`src/rtl/circuito_uc_balanca.sv`:
```
// Control unit for the weighing/servo datapath: frame collection, window check,
// servo sweep 0..7 with one hold interval, and outcome reporting.
module circuito_uc_balanca #(
    parameter int FRAME_BYTES    = 12,
    parameter int TIMEOUT_CICLOS = 5_000_000,
    parameter int CNT_W          = 4
) (
    input  logic       clock,
    input  logic       reset,
    input  logic       iniciar,
    input  logic       fimRecepcao,
    input  logic       comando,
    input  logic       pesoMaxIgualZero,
    input  logic       perteceAoIntervalo,
    input  logic       fimContadorIntervalo,
    input  logic       inicioPosicao,
    input  logic       fimPosicao,
    output logic       enableReg,
    output logic       zeraUpdown,
    output logic       contaUpdown,
    output logic       zeraIntervalo,
    output logic       contaIntervalo,
    output logic       pronto,
    output logic       aceito,
    output logic       erro,
    output logic [3:0] db_estado
);
    localparam int TO_W = $clog2(TIMEOUT_CICLOS);
    localparam logic [CNT_W-1:0] FRAME_MAX = CNT_W'(FRAME_BYTES);
    localparam logic [TO_W-1:0]  TO_LAST   = TO_W'(TIMEOUT_CICLOS - 1);

    typedef enum logic [3:0] {
        INICIAL     = 4'h0,
        ESPERA_BYTE = 4'h1,
        AVALIA      = 4'h2,
        PREPARA     = 4'h3,
        AVANCA      = 4'h4,
        SEGURA      = 4'h5,
        RETORNA     = 4'h6,
        REJEITA     = 4'h7,
        ERRO        = 4'h8,
        FIM         = 4'h9
    } state_t;

    state_t            r_estado;
    logic [CNT_W-1:0]  r_cnt;
    logic [TO_W-1:0]   r_timeout;
    logic              r_aceito;
    logic              r_erro;
    logic              w_espera;
    logic              w_zera;
    logic              w_unused;

    // The servo is always homed from the datapath side, so the home flag is informational only.
    assign w_unused = inicioPosicao;

    always_ff @(posedge clock or negedge reset) begin
        if (!reset) begin
            r_estado  <= INICIAL;
            r_cnt     <= '0;
            r_timeout <= '0;
            r_aceito  <= 1'b0;
            r_erro    <= 1'b0;
        end else begin
            case (r_estado)
                INICIAL: begin
                    if (iniciar) r_estado <= ESPERA_BYTE;
                end
                ESPERA_BYTE: begin
                    if (fimRecepcao) begin
                        if (comando) begin
                            r_estado <= (r_cnt == FRAME_MAX) ? AVALIA : ERRO;
                        end else if (r_cnt == FRAME_MAX) begin
                            r_estado <= ERRO;
                        end else begin
                            r_cnt     <= r_cnt + CNT_W'(1);
                            r_timeout <= '0;
                            if (r_cnt == '0) begin
                                r_aceito <= 1'b0;
                                r_erro   <= 1'b0;
                            end
                        end
                    end else if (r_cnt == '0) begin
                        r_timeout <= '0;
                    end else if (r_timeout == TO_LAST) begin
                        r_estado <= ERRO;
                    end else begin
                        r_timeout <= r_timeout + TO_W'(1);
                    end
                end
                AVALIA: begin
                    if (pesoMaxIgualZero)        r_estado <= ERRO;
                    else if (perteceAoIntervalo) r_estado <= PREPARA;
                    else                         r_estado <= REJEITA;
                end
                PREPARA: r_estado <= AVANCA;
                AVANCA: begin
                    if (fimContadorIntervalo && fimPosicao) r_estado <= SEGURA;
                end
                SEGURA: begin
                    if (fimContadorIntervalo) r_estado <= RETORNA;
                end
                RETORNA: begin
                    r_aceito <= 1'b1;
                    r_estado <= FIM;
                end
                REJEITA: begin
                    r_aceito <= 1'b0;
                    r_estado <= FIM;
                end
                ERRO: begin
                    r_erro   <= 1'b1;
                    r_aceito <= 1'b0;
                    r_estado <= FIM;
                end
                FIM: begin
                    r_cnt     <= '0;
                    r_timeout <= '0;
                    r_estado  <= ESPERA_BYTE;
                end
                default: r_estado <= INICIAL;
            endcase
        end
    end

    assign w_espera = (r_estado == ESPERA_BYTE);
    // Clear strobes are masked while reset is held so every output reads 0 during reset.
    assign w_zera   = reset && ((r_estado == INICIAL) || (r_estado == PREPARA) ||
                                (r_estado == RETORNA) || (r_estado == ERRO));

    assign enableReg      = w_espera && fimRecepcao && !comando && (r_cnt < FRAME_MAX);
    assign zeraUpdown     = w_zera;
    assign zeraIntervalo  = w_zera;
    assign contaIntervalo = (r_estado == AVANCA) || (r_estado == SEGURA);
    assign contaUpdown    = (r_estado == AVANCA) && fimContadorIntervalo && !fimPosicao;
    assign pronto         = (r_estado == FIM);
    assign aceito         = r_aceito;
    assign erro           = r_erro;
    assign db_estado      = r_estado;

endmodule
```
`config.mk`:
```
export PLATFORM = sky130hd
export DESIGN_NAME = circuito_uc_balanca
export DESIGN_NICKNAME = d
export VERILOG_FILES = /design/src/rtl/circuito_uc_balanca.sv
export SDC_FILE = /design/constraint.sdc
export NUM_CORES = 1
export LEC_CHECK = 0
export CAP_MARGIN = 20
export CORE_MARGIN = 5
export CORE_UTILIZATION = 52
export DETAILED_ROUTE_END_ITERATION = 10
export PLACE_DENSITY = 0.76
export SLEW_MARGIN = 20
export SYNTH_ARGS = -nofsm -noshare
export SYNTH_HDL_FRONTEND = slang
export SYNTH_SLANG_ARGS = --single-unit
```
`constraint.sdc`:
```
create_clock -name clock -period 1.95 [get_ports clock]
set_input_delay 0.39 -clock clock [delete_from_list [all_inputs] [get_ports clock]]
set_output_delay 0.39 -clock clock [all_outputs]
set_load 0.01 [all_outputs]
```
**Word-level counts from Yosys, hierarchy flattened**

Index checks and enable logic that the tools add are counted.

- Bitwise gates (word level): 0
- Order comparisons: 1
- Muxes and demuxes: 28
- Add/subtract/negate cells: 2
- Reduce and logical (&&, ||, !) cells: 25
- Eq/ne operators: 24
- Multiply operators: 0
- Shifts and indexed selects: 0
- Divide/modulo/power cells: 0

Operator list:

| operator | count |
|---|---|
| $mux W23 | 5 |
| $mux W4 | 13 |
| $pmux W23 S2 | 1 |
| $pmux W4 S8 | 1 |
| $add A23 B1 Y23 const B | 1 |
| $eq A23 B23 Y1 const B | 1 |
| $eq A4 B3 Y1 const B | 4 |
| $eq A4 B4 Y1 const B | 3 |
| $ne A2 B2 Y1 const B | 6 |
| $reduce_and A5 Y1 | 2 |
| $ne A3 B3 Y1 const B | 3 |
| $eq A4 B2 Y1 const B | 2 |
| $logic_not A4 Y1 | 2 |
| $pmux W4 S2 | 1 |
| $reduce_and A4 Y1 | 2 |
| $logic_and A1 B1 Y1 | 7 |
| $reduce_and A6 Y1 | 1 |
| $add A4 B1 Y4 const B | 1 |
| $eq A4 B1 Y1 const B | 1 |
| $logic_or A1 B1 Y1 | 4 |
| $lt A4 B4 Y1 const B | 1 |
| $mux W1 | 4 |
| $ne A4 B3 Y1 const B | 1 |
| $ne A4 B4 Y1 const B | 1 |
| other kinds (10) | 12 |

- Logic and storage cells: 85
- Input port bits: 10
- Bits in latches: 0
- ROM bits: 0
- Bits in writable memories: 0
- Register bits after elaboration: 33
- Memories kept: 0
- Output and inout bits: 12

**Longest topological paths before layout**

Gate-level depths: netlist (run 1).

- Word-level depth: 6
- Depth in mapped cells: 9
- Gate-level depth less buffers: 7

**Worst setup path after synthesis (run 1)**

OpenSTA, ideal clock, no wires.

- Path type: register to output
- Start: register r_estado[1] (netlist: db_estado[1])
- End: output port enableReg
- Arrival time: 1.878 ns
- Data required time: 1.560 ns
- Cell stages (with the launch flop): 6
- Buffers on the path: 2
- Path slack: -0.318 ns
- Cells stage by stage: dfrtp_1 > nand2b_2 > or2_2 > buf_6 > clkbuf_1 > a2111oi_0

- Longest elaborated chain between the ends: 4

RTL lines:

| element | line | text |
|---|---|---|
| start: declaration | 45 | `state_t r_estado;` |
| start signal: assignment | 72 | `r_estado <= (r_cnt == FRAME_MAX) ? AVALIA : ERRO;` |
| $eq A4 B1 Y1 | 126 | `assign w_espera = (r_estado == ESPERA_BYTE);` |
| $logic_and A1 B1 Y1 (3 in a row) | 131 | `assign enableReg = w_espera && fimRecepcao && !comando && (r_cnt < FRAME_MAX);` |
| end: declaration | 18 | `output logic enableReg,` |

Every way passes these cells.

**Worst setup path after layout (run 1)**

- Start: register r_timeout[7]
- End: register r_timeout[0]

- Longest elaborated chain between the ends: 3

RTL lines:

| element | line | text |
|---|---|---|
| start: declaration | 47 | `logic [TO_W-1:0] r_timeout;` |
| start signal: assignment | 88 | `r_timeout <= r_timeout + TO_W'(1);` |
| $eq A23 B23 Y1 | 85 | `end else if (r_timeout == TO_LAST) begin` |
| $ne A4 B4 Y1 (no line) | - |  |
| $reduce_and A4 Y1 (no line) | - |  |

Every way passes these cells.
A chain may end at the register's enable or synchronous reset.

==> metrics.log, run 1 <==
[metrics] outcome: complete, but fails checks
[metrics] violated checks: negative setup slack
[metrics] vias in the first global route: 2789
[metrics] number of placement rows: 25
[metrics] leading post-synthesis cells by instance count: sky130_fd_sc_hd__dfrtp_1, sky130_fd_sc_hd__nor2_1, sky130_fd_sc_hd__inv_1
[metrics] number of nets produced by synthesis: 289
[metrics] register-to-register setup slack: -0.13 ns
[metrics] first-pass detailed-route iteration total: 6
[metrics] global-route wire length before repair: 13800 um
[metrics] Hold-fix buffers, CTS: 0
[metrics] HPWL after detailed placement: 5230 um
[metrics] post-detailed-route via-to-cell ratio: 6.70
[metrics] post-synthesis share of cell area spent on full adders, half adders and majority gates: 0.0153
[metrics] unrepaired setup endpoints after global routing: yes
[metrics] final core occ: 0.757
[metrics] data arrival time of the worst path: 2.25 ns
[metrics] family of cells with the greatest summed delay on the critical path: compound AO/OA/AOI/OAI gates
[metrics] fraction of the mapped netlist area in compound gates: 0.284
[metrics] Setup Slack @ Placement: -0.213 ns
[metrics] area of the multi-input gates: 1630 um^2
[metrics] Post-synth EDFFs: 0
[metrics] Routed Wire Length: 8670 um
[metrics] top_reg_cell synth: sky130_fd_sc_hd__dfrtp_1
[metrics] worst slack on hold paths: 0.493 ns
[metrics] most used standard cell by instance count after synthesis: sky130_fd_sc_hd__dfrtp_1
[metrics] M1 wire length: 3400 um
[metrics] simple-gate portion of the synthesized area: 0.256
[metrics] slew margin rel.: 0.698
[metrics] maximum number of buffers from clock root to sink: 2
[metrics] type of destination of the critical path: flop
[metrics] Die X: 78.7 um
[metrics] Fill cells: 305
[metrics] detailed-route DRC error count: 0
[metrics] ANT cells: 0
[metrics] area growth from synthesis to layout: 43.6%
[metrics] initial cell density of the core: 0.527
[metrics] via count: 2807
[metrics] sequential area share after synthesis: 0.336
[metrics] P per Cell Area: 955 nW/um^2
[metrics] clock-pin slew of the registers on the worst-case setup and hold paths: 0.07 ns
[metrics] delay of the slowest cell on the worst path: 0.49 ns
[metrics] net count of the finished layout: 378
[metrics] starting DRC count in detailed routing: 296
[metrics] area share of the largest cell type after synthesis: 0.336
[metrics] Fmax: 481 MHz
[metrics] remaining antenna violation count: 0
[metrics] # IOs: 22
[metrics] Inserted Clock Buffers: 5
[metrics] post-synthesis sequential element count: 33
[metrics] cell-by-cell trace of the critical path: nor4b_4 > nand4_1 > o41a_1 > o211ai_2 > buf_12 > mux2i_1
[metrics] final worst path period need: 2.08 ns
[metrics] maximum number of pins on one net before global-route repair: 34
[metrics] type of the worst setup path: reg2reg
[metrics] number of warnings issued by yosys: 0
[metrics] required time of the critical path: 2.12 ns
[metrics] clk_skew: 0.00611 ns
[metrics] number of cells in the design after placement: 394
[metrics] cell accounting for the most synthesized area: sky130_fd_sc_hd__dfrtp_1
[metrics] instance count of the mapped netlist: 276
[metrics] number of sinks driven by the clock tree: 33
[metrics] multiplexer fraction of the synthesized cell area: 0.0285
[metrics] DIE AREA: 6200 um^2
[metrics] post-synthesis xor/xnor area fraction: 0.00713
[metrics] top layer in use: met4
[metrics] routed length per placed instance: 20.7 um
[metrics] worst hold path type: reg2reg
[metrics] average footprint of a synthesized cell: 8.90 um^2
[metrics] async set-or-reset flop fraction in the synthesized netlist: 1.00
[metrics] fraction of layout instances using a drive strength above 1: 0.370
[metrics] total buffers and inverters traversed by the critical path: 1
[metrics] slowest cell on the critical path: sky130_fd_sc_hd__o41a_1
[metrics] Met2 Routed Length: 4170 um
[metrics] Final setup violation count: 23
[metrics] IR drop worst, VDD: 0.000817 V
[metrics] root buffer selected by CTS: sky130_fd_sc_hd__clkbuf_8
[metrics] routability cong.: 0.840
[metrics] cell leakage power: 1.47 nW
[metrics] leading cell types by total area after synthesis: sky130_fd_sc_hd__dfrtp_1, sky130_fd_sc_hd__nor2_1, sky130_fd_sc_hd__o22ai_2
[metrics] initial antenna violation count: 0
[metrics] dominant combinational cell family by area after synthesis: compound AO/OA/AOI/OAI gates
[metrics] global-route usage over all layers: 0.281
[metrics] worst slew pin tran: 0.451 ns
[metrics] number of standard cells in the final layout excluding fillers: 419
[metrics] TritonCTS clock tree: done
[metrics] min setup slack post-route: -0.128 ns
[metrics] Clk Latency, worst-skew pair: 0.29 ns
[metrics] DIE HEIGHT: 78.7 um
[metrics] port buffer count: 20
[metrics] kind of launch point of the worst setup path: flop
[metrics] period utilisation layout: 1.07
[metrics] Netlist cell types: 60
[metrics] GRT Residual Overflow: 0
[metrics] H-tree levels: 2
[metrics] max capacitance violation total: 0
[metrics] total core area: 4660 um^2
[metrics] synthesized area: 2460 um^2
[metrics] critical path peak fanout: 8
[metrics] Register Area: 828 um^2
[metrics] count of final hold-check violations: 0
[metrics] max-slew violation total from the final report: 0
[metrics] amount of wire on met3 after detailed routing: 684 um
[state kept, by name, indices dropped and copies added, names as in the netlist]
name       count
r_cnt          4
r_timeout     23
aceito         1
db_estado      4
erro           1
[routing by layer]
layer | global-route usage | vias to the layer above
met2 | 0.447 | 164
met4 | 0.128 | 0
li1 | - | 1245
met1 | 0.360 | 1356
met5 | 0 | -
met3 | 0.0692 | 42
[repair_timing]
item / CTS / global route
cloned: 3 / 0
pin swaps: 7 / 9
endpoints found under the setup margin: 30 / 29
gates resized for setup: 42 / 20
buffers inserted: 10 / 5
[cell families after synthesis]
group | Yosys count
fa+ha+maj | 3
buf+inv | 36
flops | 33
xor+xnor | 2
compound gates | 83
simple gates | 112
mux | 7
[where the power goes]
part / leakage, nW / switching (W) / internal (W) / total, W
clock: 0.0433 / 0.000282 / 0.000279 / 0.000561
combinational: 0.979 / 0.00105 / 0.000940 / 0.00199
sequential: 0.448 / 0.0000652 / 0.000746 / 0.000811
[per-stage QoR]
step	power, W	TNS (ns)	area (um^2)
floorplan	0.00172	-0.0137	2480
global placement	0.00237	-2.18	3130
detailed placement	0.00241	-3.50	3130
CTS	0.00318	-0.235	3410
global route	0.00354	-3.37	3530
finish	0.00337	-1.74	3530
[cell type report]
class                      instances  share of cell area
multi-input combinational        207               0.463
clock inverter                     1             0.00213
tap                               54              0.0192
inverter                          18              0.0192
clock buffer                       6              0.0234
sequential                        33               0.235
timing repair buffer             100               0.238
[final timing paths]
kind / end / depth (start not counted) / start
hold / removal: erro / 2 / erro
max in group asynchronous: r_timeout[21] / 2 / reset
min in group asynchronous: r_timeout[3] / 2 / reset
setup / recovery: r_timeout[0] / 6 / r_timeout[7]
hold reg to reg: erro / 2 / erro
setup reg to reg: r_timeout[0] / 6 / r_timeout[7]
[layout by cell type (no fill, tap or decap), types with 8 or more instances in the layout]
cell type	Yosys	final
sky130_fd_sc_hd__nor2_1	27	27
sky130_fd_sc_hd__nand2b_1	8	8
sky130_fd_sc_hd__buf_4	1	68
sky130_fd_sc_hd__a21oi_1	9	9
sky130_fd_sc_hd__inv_1	18	15
sky130_fd_sc_hd__nand2_1	11	11
sky130_fd_sc_hd__clkdlybuf4s50_1	0	14
sky130_fd_sc_hd__nand3_1	17	17
sky130_fd_sc_hd__dfrtp_1	33	31
sky130_fd_sc_hd__nand4_1	13	13
[worst register-to-register path, stage by stage, from the launching register on]
cell	delay, ns
sky130_fd_sc_hd__dfrtp_1	0.41
sky130_fd_sc_hd__nor4b_4	0.30
sky130_fd_sc_hd__nand4_1	0.18
sky130_fd_sc_hd__o41a_1	0.49
sky130_fd_sc_hd__o211ai_2	0.33
sky130_fd_sc_hd__buf_12	0.18
sky130_fd_sc_hd__mux2i_1	0.08
No activity file was read; power rests on OpenSTA's default activity.
==> inputs of run 2 (changes only) <==
--- a/config.mk
+++ b/config.mk
@@ -5,11 +5,13 @@
 export SDC_FILE = /design/constraint.sdc
 export NUM_CORES = 1
 export LEC_CHECK = 0
-export CAP_MARGIN = 20
+export CAP_MARGIN = 30
 export CORE_MARGIN = 5
-export CORE_UTILIZATION = 52
+export CORE_UTILIZATION = 55
 export DETAILED_ROUTE_END_ITERATION = 10
-export PLACE_DENSITY = 0.76
+export DONT_BUFFER_PORTS = 1
+export PLACE_DENSITY = 0.73
+export RECOVER_POWER = 50
 export SLEW_MARGIN = 20
 export SYNTH_ARGS = -nofsm -noshare
 export SYNTH_HDL_FRONTEND = slang
==> metrics.log, run 2 (same netlist as run 1, synthesis figures left out) <==
[metrics] outcome: complete, but fails checks (unchanged)
[metrics] violated checks: negative setup slack (unchanged)
[metrics] P per Cell Area: 999 nW/um^2 (was 955 nW/um^2)
[metrics] initial cell density of the core: 0.564 (was 0.527)
[metrics] Reg with most FFs: r_timeout (unchanged)
[metrics] Internal Power: 0.00188 W (was 0.00197 W)
[metrics] IR drop worst, VDD: 0.000870 V (was 0.000817 V)
[metrics] maximum number of pins on one net before global-route repair: 34 (unchanged)
[metrics] type of destination of the critical path: flop (unchanged)
[metrics] global-route wire length before repair: 11300 um (was 13800 um)
[metrics] min setup slack post-route: -0.0755 ns (was -0.128 ns)
[metrics] final worst path period need: 2.03 ns (was 2.08 ns)
[metrics] routability cong.: 0.868 (was 0.840)
[metrics] final design area excluding fillers: 3130 um^2 (was 3530 um^2)
[metrics] switching power: 0.00125 W (was 0.00140 W)
[metrics] via count: 2474 (was 2807)
[metrics] first-pass detailed-route iteration total: 4 (was 6)
[metrics] H-tree levels: 2 (unchanged)
[metrics] max-slew violation total from the final report: 0 (unchanged)
[metrics] vias in the first global route: 2318 (was 2789)
[metrics] starting DRC count in detailed routing: 259 (was 296)
[metrics] max capacitance violation total: 0 (unchanged)
[metrics] most common cell after layout, fill and taps aside: sky130_fd_sc_hd__buf_4 (unchanged)
[metrics] critical path peak fanout: 5 (was 8)
[metrics] global-route usage over all layers: 0.232 (was 0.281)
[metrics] number of placement rows: 24 (was 25)
[metrics] kind of launch point of the worst setup path: flop (unchanged)
[metrics] worst hold path type: in2reg (was reg2reg)
[metrics] DIE HEIGHT: 76.8 um (was 78.7 um)
[metrics] slowest cell on the critical path: sky130_fd_sc_hd__o41a_1 (unchanged)
[metrics] final core occ: 0.719 (was 0.757)
[metrics] sequential cell fraction of total power: 0.253 (was 0.241)
[metrics] Routed Wire Length: 6760 um (was 8670 um)
[metrics] Fmax: 494 MHz (was 481 MHz)
[metrics] Post-Route Setup TNS: -0.667 ns (was -1.74 ns)
[metrics] detailed-route DRC error count: 0 (unchanged)
[metrics] area growth from synthesis to layout: 27.5% (was 43.6%)
[metrics] GRT Residual Overflow: 0 (unchanged)
[metrics] # IOs: 22 (unchanged)
[metrics] total core area: 4350 um^2 (was 4660 um^2)
[metrics] routed length per placed instance: 17.8 um (was 20.7 um)
[metrics] number of sinks driven by the clock tree: 33 (unchanged)
[metrics] cell-by-cell trace of the critical path: nor4b_2 > nand4_1 > o41a_1 > buf_4 > o211ai_1 > a22o_1 (was nor4b_4 > nand4_1 > o41a_1 > o211ai_2 > buf_12 > mux2i_1)
[metrics] clock-pin slew of the registers on the worst-case setup and hold paths: 0.07 ns (about the same)
[metrics] Fill cells: 302 (was 305)
[metrics] maximum number of buffers from clock root to sink: 2 (unchanged)
[metrics] DIE AREA: 5900 um^2 (was 6200 um^2)
[metrics] worst slew pin tran: 0.859 ns (was 0.451 ns)
[metrics] Clk Latency, worst-skew pair: 0.29 ns (about the same)
[metrics] net count of the finished layout: 340 (was 378)
[metrics] ANT cells: 0 (unchanged)
[metrics] port buffer count: 0 (was 20)
[metrics] cell leakage power: 1.28 nW (was 1.47 nW)
[metrics] slew margin rel.: 0.427 (was 0.698)
[metrics] unrepaired setup endpoints after global routing: yes (unchanged)
[metrics] share of total power in the clock network: 0.216 (was 0.167)
[metrics] share of power burned in combinational logic: 0.531 (was 0.592)
[metrics] count of final hold-check violations: 0 (unchanged)
[metrics] most frequent cells in the layout: sky130_fd_sc_hd__buf_4, sky130_fd_sc_hd__dfrtp_1, sky130_fd_sc_hd__nor2_1, sky130_fd_sc_hd__nand3_1, sky130_fd_sc_hd__inv_1 (unchanged)
[metrics] required time of the critical path: 2.18 ns (was 2.12 ns)
[metrics] TritonCTS clock tree: done (unchanged)
[metrics] Final setup violation count: 14 (was 23)
[metrics] HPWL after detailed placement: 4540 um (was 5230 um)
[metrics] remaining antenna violation count: 0 (unchanged)
[metrics] Tot Pwr: 0.00313 W (was 0.00337 W)
[metrics] type of the worst setup path: reg2reg (unchanged)
[metrics] period utilisation layout: 1.04 (was 1.07)
[metrics] worst slack on hold paths: 0.302 ns (was 0.493 ns)
[metrics] max FFs per register: 23 (unchanged)
[metrics] data arrival time of the worst path: 2.25 ns (about the same)
[metrics] clk_skew: 0.00408 ns (was 0.00611 ns)
[metrics] root buffer selected by CTS: sky130_fd_sc_hd__clkbuf_8 (unchanged)
[metrics] initial antenna violation count: 0 (unchanged)
[metrics] Inserted Clock Buffers: 5 (unchanged)
[metrics] Switching Share: 0.398 (was 0.416)
[metrics] Die X: 76.8 um (was 78.7 um)
[metrics] delay of the slowest cell on the worst path: 0.53 ns (was 0.49 ns)
[metrics] standard cell area after detailed placement: 2810 um^2 (was 3130 um^2)
[metrics] post-detailed-route via-to-cell ratio: 6.51 (was 6.70)
[metrics] fraction of layout instances using a drive strength above 1: 0.320 (was 0.370)
==> run 2: cell count changes in the layout (fill, tap and decap cells not counted), moves of 2 or more <==
cell,delta
sky130_fd_sc_hd__dlygate4sd2_1,-2
sky130_fd_sc_hd__clkdlybuf4s50_1,-14
sky130_fd_sc_hd__buf_6,-2
sky130_fd_sc_hd__buf_8,-2
sky130_fd_sc_hd__buf_2,-4
sky130_fd_sc_hd__o31ai_1,+2
sky130_fd_sc_hd__buf_4,-14
==> run 2: area by class of cell <==
type | instances | area [um^2] | area share
repair buffers | 62 | 490 | 0.157
clock buffers | 7 | 86.3 | 0.0276
flip-flops and latches | 33 | 827 | 0.264
multi-input cells | 207 | 1570 | 0.500
well taps | 52 | 65.1 | 0.0208
clock inverters | 1 | 30.0 | 0.00959
inverters | 18 | 67.6 | 0.0216
==> run 2: final timing paths <==
| path | cells past startpoint | slack [ns] | to | from |
|---|---|---|---|---|
| worst max-delay path | 6 | -0.08 | r_timeout[8] | r_timeout[7] |
| worst min-delay path | 2 | 0.30 | db_estado[1] | pesoMaxIgualZero |
| worst max register to register | 6 | -0.08 | r_timeout[8] | r_timeout[7] |
| worst min register to register | 1 | 0.53 | r_timeout[22] | r_timeout[22] |
| max in group asynchronous | 2 | 0.62 | r_timeout[13] | reset |
| min in group asynchronous | 2 | 0.74 | r_timeout[9] | reset |
==> run 2: layer usage <==
layer / global-route usage / share of wire / up-vias / wire length (um)
met5: 0 / 0 / - / 0
met4: 0.0490 / 0.0056 / 0 / 38
met3: 0.0492 / 0.065 / 5 / 441
met2: 0.362 / 0.49 / 82 / 3300
met1: 0.331 / 0.44 / 1214 / 2980
li1: - / - / 1173 / -
==> run 2: worst max-delay path, delay by kind of cell, from the launching register on <==
family / cells / cell delay (ns)
and+or+nand+nor: 2 / 0.49
AOI/OAI and AO/OA: 3 / 0.91
buffers and inverters: 1 / 0.18
DFF: 1 / 0.39
==> run 2: through the flow <==
stage / setup slack [ns] / instances
final: -0.0755 / 380
after global routing: -0.164 / 380
after CTS: -0.0895 / 369
after detailed placement: -0.124 / 356
after global placement: -0.0995 / 356
after floorplan: -0.0137 / 276
==> run 2: repair_timing <==
item,CTS,global route
buffers inserted,3,11
hold buffers,2,0
hold endpoints to repair,33,0
endpoints found under the setup margin,22,28
gates resized for setup,4,21
gates cloned,0,1
pin swaps,14,10
==> run 2: power by group through the flow <==
stage / combinational, W / clock (W) / sequential, W
floorplan: 0.000887 / 0 / 0.000835
finish: 0.00166 / 0.000676 / 0.000793
global route: 0.00179 / 0.000731 / 0.000799
detailed placement: 0.00138 / 0 / 0.000800
global placement: 0.00134 / 0 / 0.000797
CTS: 0.00146 / 0.000685 / 0.000787
